**src/rtl/dmem_arbiter.sv**
```systemverilog
// Round-robin arbiter sharing one data-memory port between the LSU (port 0) and a secondary master (port 1).
// Optional BUSY-state timeout abort is enabled by defining DMEM_ARB_TIMEOUT_EN.
module dmem_arbiter #(
    parameter int DATA_W         = 32,
    parameter int ADDR_W         = 32,
    parameter int TIMEOUT_CYCLES = 255
) (
    input  logic              clk,
    input  logic              rst_n,
    input  logic [1:0]        i_req,
    input  logic              i_wr_en0,
    input  logic              i_wr_en1,
    input  logic [3:0]        i_sel0,
    input  logic [3:0]        i_sel1,
    input  logic [ADDR_W-1:0] i_addr0,
    input  logic [ADDR_W-1:0] i_addr1,
    input  logic [DATA_W-1:0] i_wdata0,
    input  logic [DATA_W-1:0] i_wdata1,
    output logic [1:0]        o_gnt,
    output logic [1:0]        o_rvalid,
    output logic [1:0]        o_err,
    output logic [DATA_W-1:0] o_rdata,
    output logic              o_busy,
    output logic              o_wr_en,
    output logic [3:0]        o_sel,
    output logic [ADDR_W-1:0] o_addr,
    output logic              o_addr_vld,
    output logic [DATA_W-1:0] o_wdata,
    input  logic [DATA_W-1:0] i_rdata,
    input  logic              i_d_valid
);

    typedef enum logic {
        ST_IDLE = 1'b0,
        ST_BUSY = 1'b1
    } state_t;

    state_t            state_r;
    logic              last_r;
    logic              owner_r;
    logic              busy_r;
    logic              addr_vld_r;
    logic              wr_en_r;
    logic [3:0]        sel_r;
    logic [ADDR_W-1:0] addr_r;
    logic [DATA_W-1:0] wdata_r;
    logic [DATA_W-1:0] rdata_r;
    logic [1:0]        rvalid_r;
    logic [1:0]        err_r;

    logic [1:0]        gnt_s;
    logic              win_s;
    logic [1:0]        owner_mask_s;
    logic              done_s;
    logic              abort_s;

    // A non-positive timeout is meaningless; this empty block makes such a setting visible in elaboration.
    if (TIMEOUT_CYCLES < 1) begin : g_invalid_timeout_cycles
    end

`ifdef DMEM_ARB_TIMEOUT_EN
    localparam int CNT_W = $clog2(TIMEOUT_CYCLES + 1);
    localparam logic [CNT_W-1:0] CNT_LAST = CNT_W'(TIMEOUT_CYCLES - 1);
    logic [CNT_W-1:0] cnt_r;
`endif

    assign owner_mask_s = owner_r ? 2'b10 : 2'b01;

    // Winner selection: sole requester, else the port that was not served last; gated off in BUSY and reset.
    always_comb begin
        gnt_s = 2'b00;
        win_s = 1'b0;
        if ((state_r == ST_IDLE) && rst_n) begin
            case (i_req)
                2'b01:   begin win_s = 1'b0;    gnt_s = 2'b01; end
                2'b10:   begin win_s = 1'b1;    gnt_s = 2'b10; end
                2'b11:   begin win_s = ~last_r; gnt_s = last_r ? 2'b01 : 2'b10; end
                default: begin win_s = 1'b0;    gnt_s = 2'b00; end
            endcase
        end else begin
            gnt_s = 2'b00;
            win_s = 1'b0;
        end
    end

    // Completion decode: memory response wins over a timeout on the same cycle.
    always_comb begin
        done_s  = 1'b0;
        abort_s = 1'b0;
        if (state_r == ST_BUSY) begin
            done_s = i_d_valid;
`ifdef DMEM_ARB_TIMEOUT_EN
            abort_s = ~i_d_valid && (cnt_r == CNT_LAST);
`else
            abort_s = 1'b0;
`endif
        end else begin
            done_s  = 1'b0;
            abort_s = 1'b0;
        end
    end

    // Arbitration FSM with registered memory command and completion outputs.
    always_ff @(posedge clk or negedge rst_n) begin
        if (!rst_n) begin
            state_r    <= ST_IDLE;
            last_r     <= 1'b1;
            owner_r    <= 1'b0;
            busy_r     <= 1'b0;
            addr_vld_r <= 1'b0;
            wr_en_r    <= 1'b0;
            sel_r      <= 4'h0;
            addr_r     <= {ADDR_W{1'b0}};
            wdata_r    <= {DATA_W{1'b0}};
            rdata_r    <= {DATA_W{1'b0}};
            rvalid_r   <= 2'b00;
            err_r      <= 2'b00;
`ifdef DMEM_ARB_TIMEOUT_EN
            cnt_r      <= {CNT_W{1'b0}};
`endif
        end else begin
            case (state_r)
                ST_IDLE: begin
                    rvalid_r <= 2'b00;
                    err_r    <= 2'b00;
                    if (|gnt_s) begin
                        state_r    <= ST_BUSY;
                        owner_r    <= win_s;
                        busy_r     <= 1'b1;
                        addr_vld_r <= 1'b1;
                        wr_en_r    <= win_s ? i_wr_en1 : i_wr_en0;
                        sel_r      <= win_s ? i_sel1   : i_sel0;
                        addr_r     <= win_s ? i_addr1  : i_addr0;
                        wdata_r    <= win_s ? i_wdata1 : i_wdata0;
`ifdef DMEM_ARB_TIMEOUT_EN
                        cnt_r      <= {CNT_W{1'b0}};
`endif
                    end
                end
                ST_BUSY: begin
                    if (done_s || abort_s) begin
                        state_r    <= ST_IDLE;
                        last_r     <= owner_r;
                        busy_r     <= 1'b0;
                        addr_vld_r <= 1'b0;
                        wr_en_r    <= 1'b0;
                        sel_r      <= 4'h0;
                        addr_r     <= {ADDR_W{1'b0}};
                        wdata_r    <= {DATA_W{1'b0}};
                        rvalid_r   <= owner_mask_s;
                        err_r      <= abort_s ? owner_mask_s : 2'b00;
                        rdata_r    <= (wr_en_r || abort_s) ? {DATA_W{1'b0}} : i_rdata;
                    end
`ifdef DMEM_ARB_TIMEOUT_EN
                    else begin
                        cnt_r <= cnt_r + CNT_W'(1);
                    end
`endif
                end
                default: begin
                    state_r <= ST_IDLE;
                end
            endcase
        end
    end

    assign o_gnt      = gnt_s;
    assign o_rvalid   = rvalid_r;
    assign o_err      = err_r;
    assign o_rdata    = rdata_r;
    assign o_busy     = busy_r;
    assign o_wr_en    = wr_en_r;
    assign o_sel      = sel_r;
    assign o_addr     = addr_r;
    assign o_addr_vld = addr_vld_r;
    assign o_wdata    = wdata_r;

endmodule

```
**config.mk**
```make
export PLATFORM = sky130hd
export DESIGN_NAME = dmem_arbiter
export DESIGN_NICKNAME = d
export VERILOG_FILES = /design/src/rtl/dmem_arbiter.sv
export SDC_FILE = /design/constraint.sdc
export NUM_CORES = 1
export LEC_CHECK = 0
export CORE_ASPECT_RATIO = 2
export CORE_MARGIN = 8
export CORE_UTILIZATION = 52
export CTS_BUF_LIST = sky130_fd_sc_hd__clkbuf_8
export DETAILED_ROUTE_END_ITERATION = 7
export DONT_BUFFER_PORTS = 1
export HOLD_SLACK_MARGIN = 0.08
export PLACE_DENSITY = 0.67
export SYNTH_ARGS = -nofsm -noshare
export SYNTH_HDL_FRONTEND = slang
export SYNTH_SLANG_ARGS = --single-unit
```
**constraint.sdc**
```tcl
create_clock -name clk -period 1.8 [get_ports clk]
set_clock_uncertainty 0.1 [all_clocks]
set_input_delay 0.45 -clock clk [delete_from_list [all_inputs] [get_ports clk]]
set_output_delay 0.45 -clock clk [all_outputs]
set_load 0.01 [all_outputs]
```
# After elaboration in Yosys (flattened, before gate mapping)
# Cells that the tools add are included.
[word_totals] regBits=109 latch_bits=0 ramBits=0 rom_bits=0 inputBits=175 out_inout_bits=109 wordCells=55 memories=0
[op_classes] add_sub_neg=0 mul=0 div=0 n_lt_le_gt_ge=0 eq_ne=5 shifts=0 mux=32 n_bitwise=2 n_reduce_logical=5
[ops] operator="$mux W32" count=6
[ops] operator="$pmux W32 S2" count=2
[ops] operator="$mux W4" count=3
[ops] operator="$mux W2" count=5
[ops] operator="$mux W1" count=8
[ops] operator="$pmux W1 S2" count=4
[ops] operator="$pmux W2 S2" count=2
[ops] operator="$pmux W4 S2" count=1
[ops] operator="$pmux W2 S3" count=1
[ops] operator="$reduce_and A2 Y1" count=3
[ops] operator="$eq A2 B2 Y1 const B" count=2
[ops] operator="$ne A2 B1 Y1 const B" count=2
[ops] operator="$eq A2 B1 Y1 const B" count=1
[ops] operator="$not A1 Y1" count=2
[ops] operator="$reduce_or A2 Y1" count=1
[ops] operator="$logic_and A1 B1 Y1" count=1

# Logic depth before layout (Yosys ltp)
[logic_depth] word_depth=6 ltp_mapped=5 mapped_depth_nobuf=3

# Worst setup path after synthesis
# OpenSTA, ideal clock, no wires.
[synth_timing] path_type="input-to-output" from="input port i_req[1]" to="output port o_gnt[1]" t_arrival_ns=1.157 path_slack_ns=0.093 cell_stages=4 path_buffers=2 cell_sequence="a21bo_2 -> buf_6 -> buf_6 -> nor3b_2"
[synth_between] elab_chain_cells=3
[synth_rtl] element="from (decl)" line_no="10" rtl="input logic [1:0] i_req,"
[synth_rtl] element="$eq A2 B2 Y1 / $eq A2 B1 Y1 (equally long branches)" line_no="74" rtl="case (i_req)"
[synth_rtl] element="$pmux W2 S3 *" line_no="74"
[synth_rtl] element="$mux W2 *" line_no="73" rtl="if ((state_r == ST_IDLE) && rst_n) begin"
[synth_rtl] element="to (decl)" line_no="19" rtl="output logic [1:0] o_gnt,"
# Mark *: on every way between the ends. The rest lies on a longest branch, timed or not.

# Worst setup path in the final report
[layout_timing] from="register last_r" to="output port o_gnt[0]"
[layout_between] elab_chain_cells=3
[layout_rtl] element="from (decl)" line_no="39" rtl="logic last_r;"
[layout_rtl] element="from (signal assigned)" line_no="143" rtl="last_r <= owner_r;"
[layout_rtl] element="$mux W2" line_no="77" rtl="2'b11: begin win_s = ~last_r; gnt_s = last_r ? 2'b01 : 2'b10; end"
[layout_rtl] element="$pmux W2 S3" line_no="74"
[layout_rtl] element="$mux W2" line_no="73"
# No other way between the ends.

==> metrics <==
final setup violating endpoints=0; Final Util=a little under three fifths; DR pass1 iterations=6; die area=approximately 14000 µm²; synth warn=0; vias=roughly 3.3k; Post-synth ARST share=between 90% and 100%; total power=around 6.5 mW; RSZ-0062 raised after global routing=yes; die height=between 150 and 200 µm; TritonCTS buffer count=9; drt drc=0; run status=finished with violations; GP Congestion=about 0.75; CP peak stage delay=around 0.56 ns; antenna diode count=0; Final ANT Viol Nets=0; width of the chip=roughly 86 µm; dpl hpwl=approximately 10000 µm; Tcrit/Tclk final=99.3%; Fin Hold WS=-0.322 ns; most frequent cells in the layout=mux2i_1, dfrtp_1, nand2_1; CP Data Arrival Time=1.24 ns; total gr overflow=0; Worst EP required=between 1 and 1.5 ns; PwrDens=about 1200 nW/µm²; failing checks=negative hold slack; antenna violations before repair=0; Filler Cell Count=around 850; Hold-fix buffers, CTS=1; pin count of the biggest net entering global routing=110; port buffer count=0; clk_lat worst skew=roughly 0.35 ns; I/O pins=about 280; Slowest-stage cell, CP=dfstp_2; total wire length=approximately 13000 µm; number of synthesized flops with an enable pin=0; leakage=between 3 and 4 nW; most common cell after layout, fill and taps aside=mux2i_1; CTS Root Cell=clkbuf_8; CP bufs+invs=0; post-synthesis cell type count=21; vias in the first global route=~3.6k; fmax=between 0.5 and 0.6 GHz; sequential element share of the synthesized area=52.1%; max_cap viols=0; Rows=51; dpl cell area=between 5000 and 6000 µm²; Hold WC Path Type=primary input to async pin; CTS clk-pin slew, worst paths=around 0.1 ns; initial core utilization=a little over half; minimum clock period=between 1.5 and 2 ns; H-Tree Depth=3; GRT Overall Usage=18.9%; Max clock buf depth=2; cell breakdown of the critical path=nand2b_4 > and3_4; ys flop type=dfrtp_1; clk sinks=between 100 and 150; WS Path Type=flip-flop to output pin; Layout Area Growth over Synthesis=6.33%; synthesized area=5140 µm²; crit start category=flip-flop; Setup crit end kind=output pin; final net count=approximately 630; Avg WL per Cell=22.2 µm; Avg Inst Size Synth=around 11 µm²; final slew viol count=0; crit-path leading delay family=flip-flops; post-route cell area=5460 µm²; Fin. Hold Viols=roughly 110; crit path max fanout=3; DRT iter0 DRCs=98; Core ar.=~9700 µm²; Seq cells post-synth=107; first-pass GRT wire length=approximately 20000 µm; CTS tree=built; Synth Instances=466; worst vdd ir=around 0.00046 V; fraction of layout instances using a drive strength above 1=between 6 and 7%; via-per-instance ratio=5.59
==> power by group <==
group	internal (mW)	total, mW	switching, mW
Combinational	0.669	1.37	0.698
Sequential	3.03	3.85	0.815
Clock	0.490	1.25	0.764
==> layer usage <==
layer	GRT usage, %	part of all wire [%]
met5	0	0
met4	8.02	2.2
met3	7.30	10
met2	32.4	53
met1	20.1	35
==> registers in the layout (all words and copies together), names as in the netlist <==
register,count
o_addr,32
o_rdata,32
o_wdata,32
o_sel,4
o_rvalid,2
last_r,1
o_addr_vld,1
o_wr_en,1
owner_r,1
state_r,1
==> layout make-up <==
class,instances,area [µm²],area share [%]
flip-flops and latches,107,2680,49.1
repair buffers,11,160,2.93
well taps,132,165,3.02
clock buffers,9,124,2.27
inverters,2,7.51,0.137
clock inverters,7,40.0,0.733
multi-input cells,322,2290,41.8
==> kinds of logic (layout without fill, tap and decap cells) <==
kind of cell	count (synthesis)	count (layout)	synth area share (%)
compound gates	37	37	3.75
mux	140	140	27.3
other cells	1	2	0.0730
flops	107	107	52.1
buf+inv	38	29	4.38
simple gates	143	143	12.4
==> synthesized netlist by cell type (2+ instances only) <==
library cell / n / area, µm²
buf_2: 6 / 30.0
buf_4: 14 / 105
buf_6: 2 / 22.5
clkbuf_1: 12 / 45.0
clkbuf_4: 2 / 15.0
dfrtp_1: 106 / 2650
inv_1: 2 / 7.51
mux2i_1: 140 / 1400
nand2_1: 104 / 390
nand2b_1: 33 / 206
nor2_1: 2 / 7.51
o21ai_0: 30 / 150
o21ai_1: 5 / 25.0
==> worst paths after layout <==
check / start / end / slack [ns] / cells past startpoint
max in group asynchronous: rst_n / last_r / 1.69 / 0
min: rst_n / o_rdata[21] / -0.32 / 0
max reg2reg: last_r / o_wdata[6] / 0.09 / 5
max: last_r / o_gnt[0] / 0.01 / 2
min reg2reg: last_r / last_r / 0.41 / 2
min in group clk: i_rdata[26] / o_rdata[26] / 0.13 / 2
==> repair_timing <==
action | in CTS | in global routing
hold endpoints to repair | 108 | 107
setup buffers | 1 | 0
pin swaps | 2 | 3
gates resized for setup | 6 | 1
setup endpoints to repair | 2 | 2
==> metrics by stage <==
| step | setup WS [ns] | TNS [ns] | std cells |
|---|---|---|---|
| after floorplan | 0.0930 | 0 | 467 |
| after global placement | 0.233 | 0 | 572 |
| after detailed placement | 0.187 | 0 | 572 |
| after CTS | -0.0145 | -0.0145 | 590 |
| after global routing | -0.0511 | -0.0894 | 590 |
| final | 0.0133 | 0 | 590 |
Note: power is estimated with default switching activity, not from simulation.
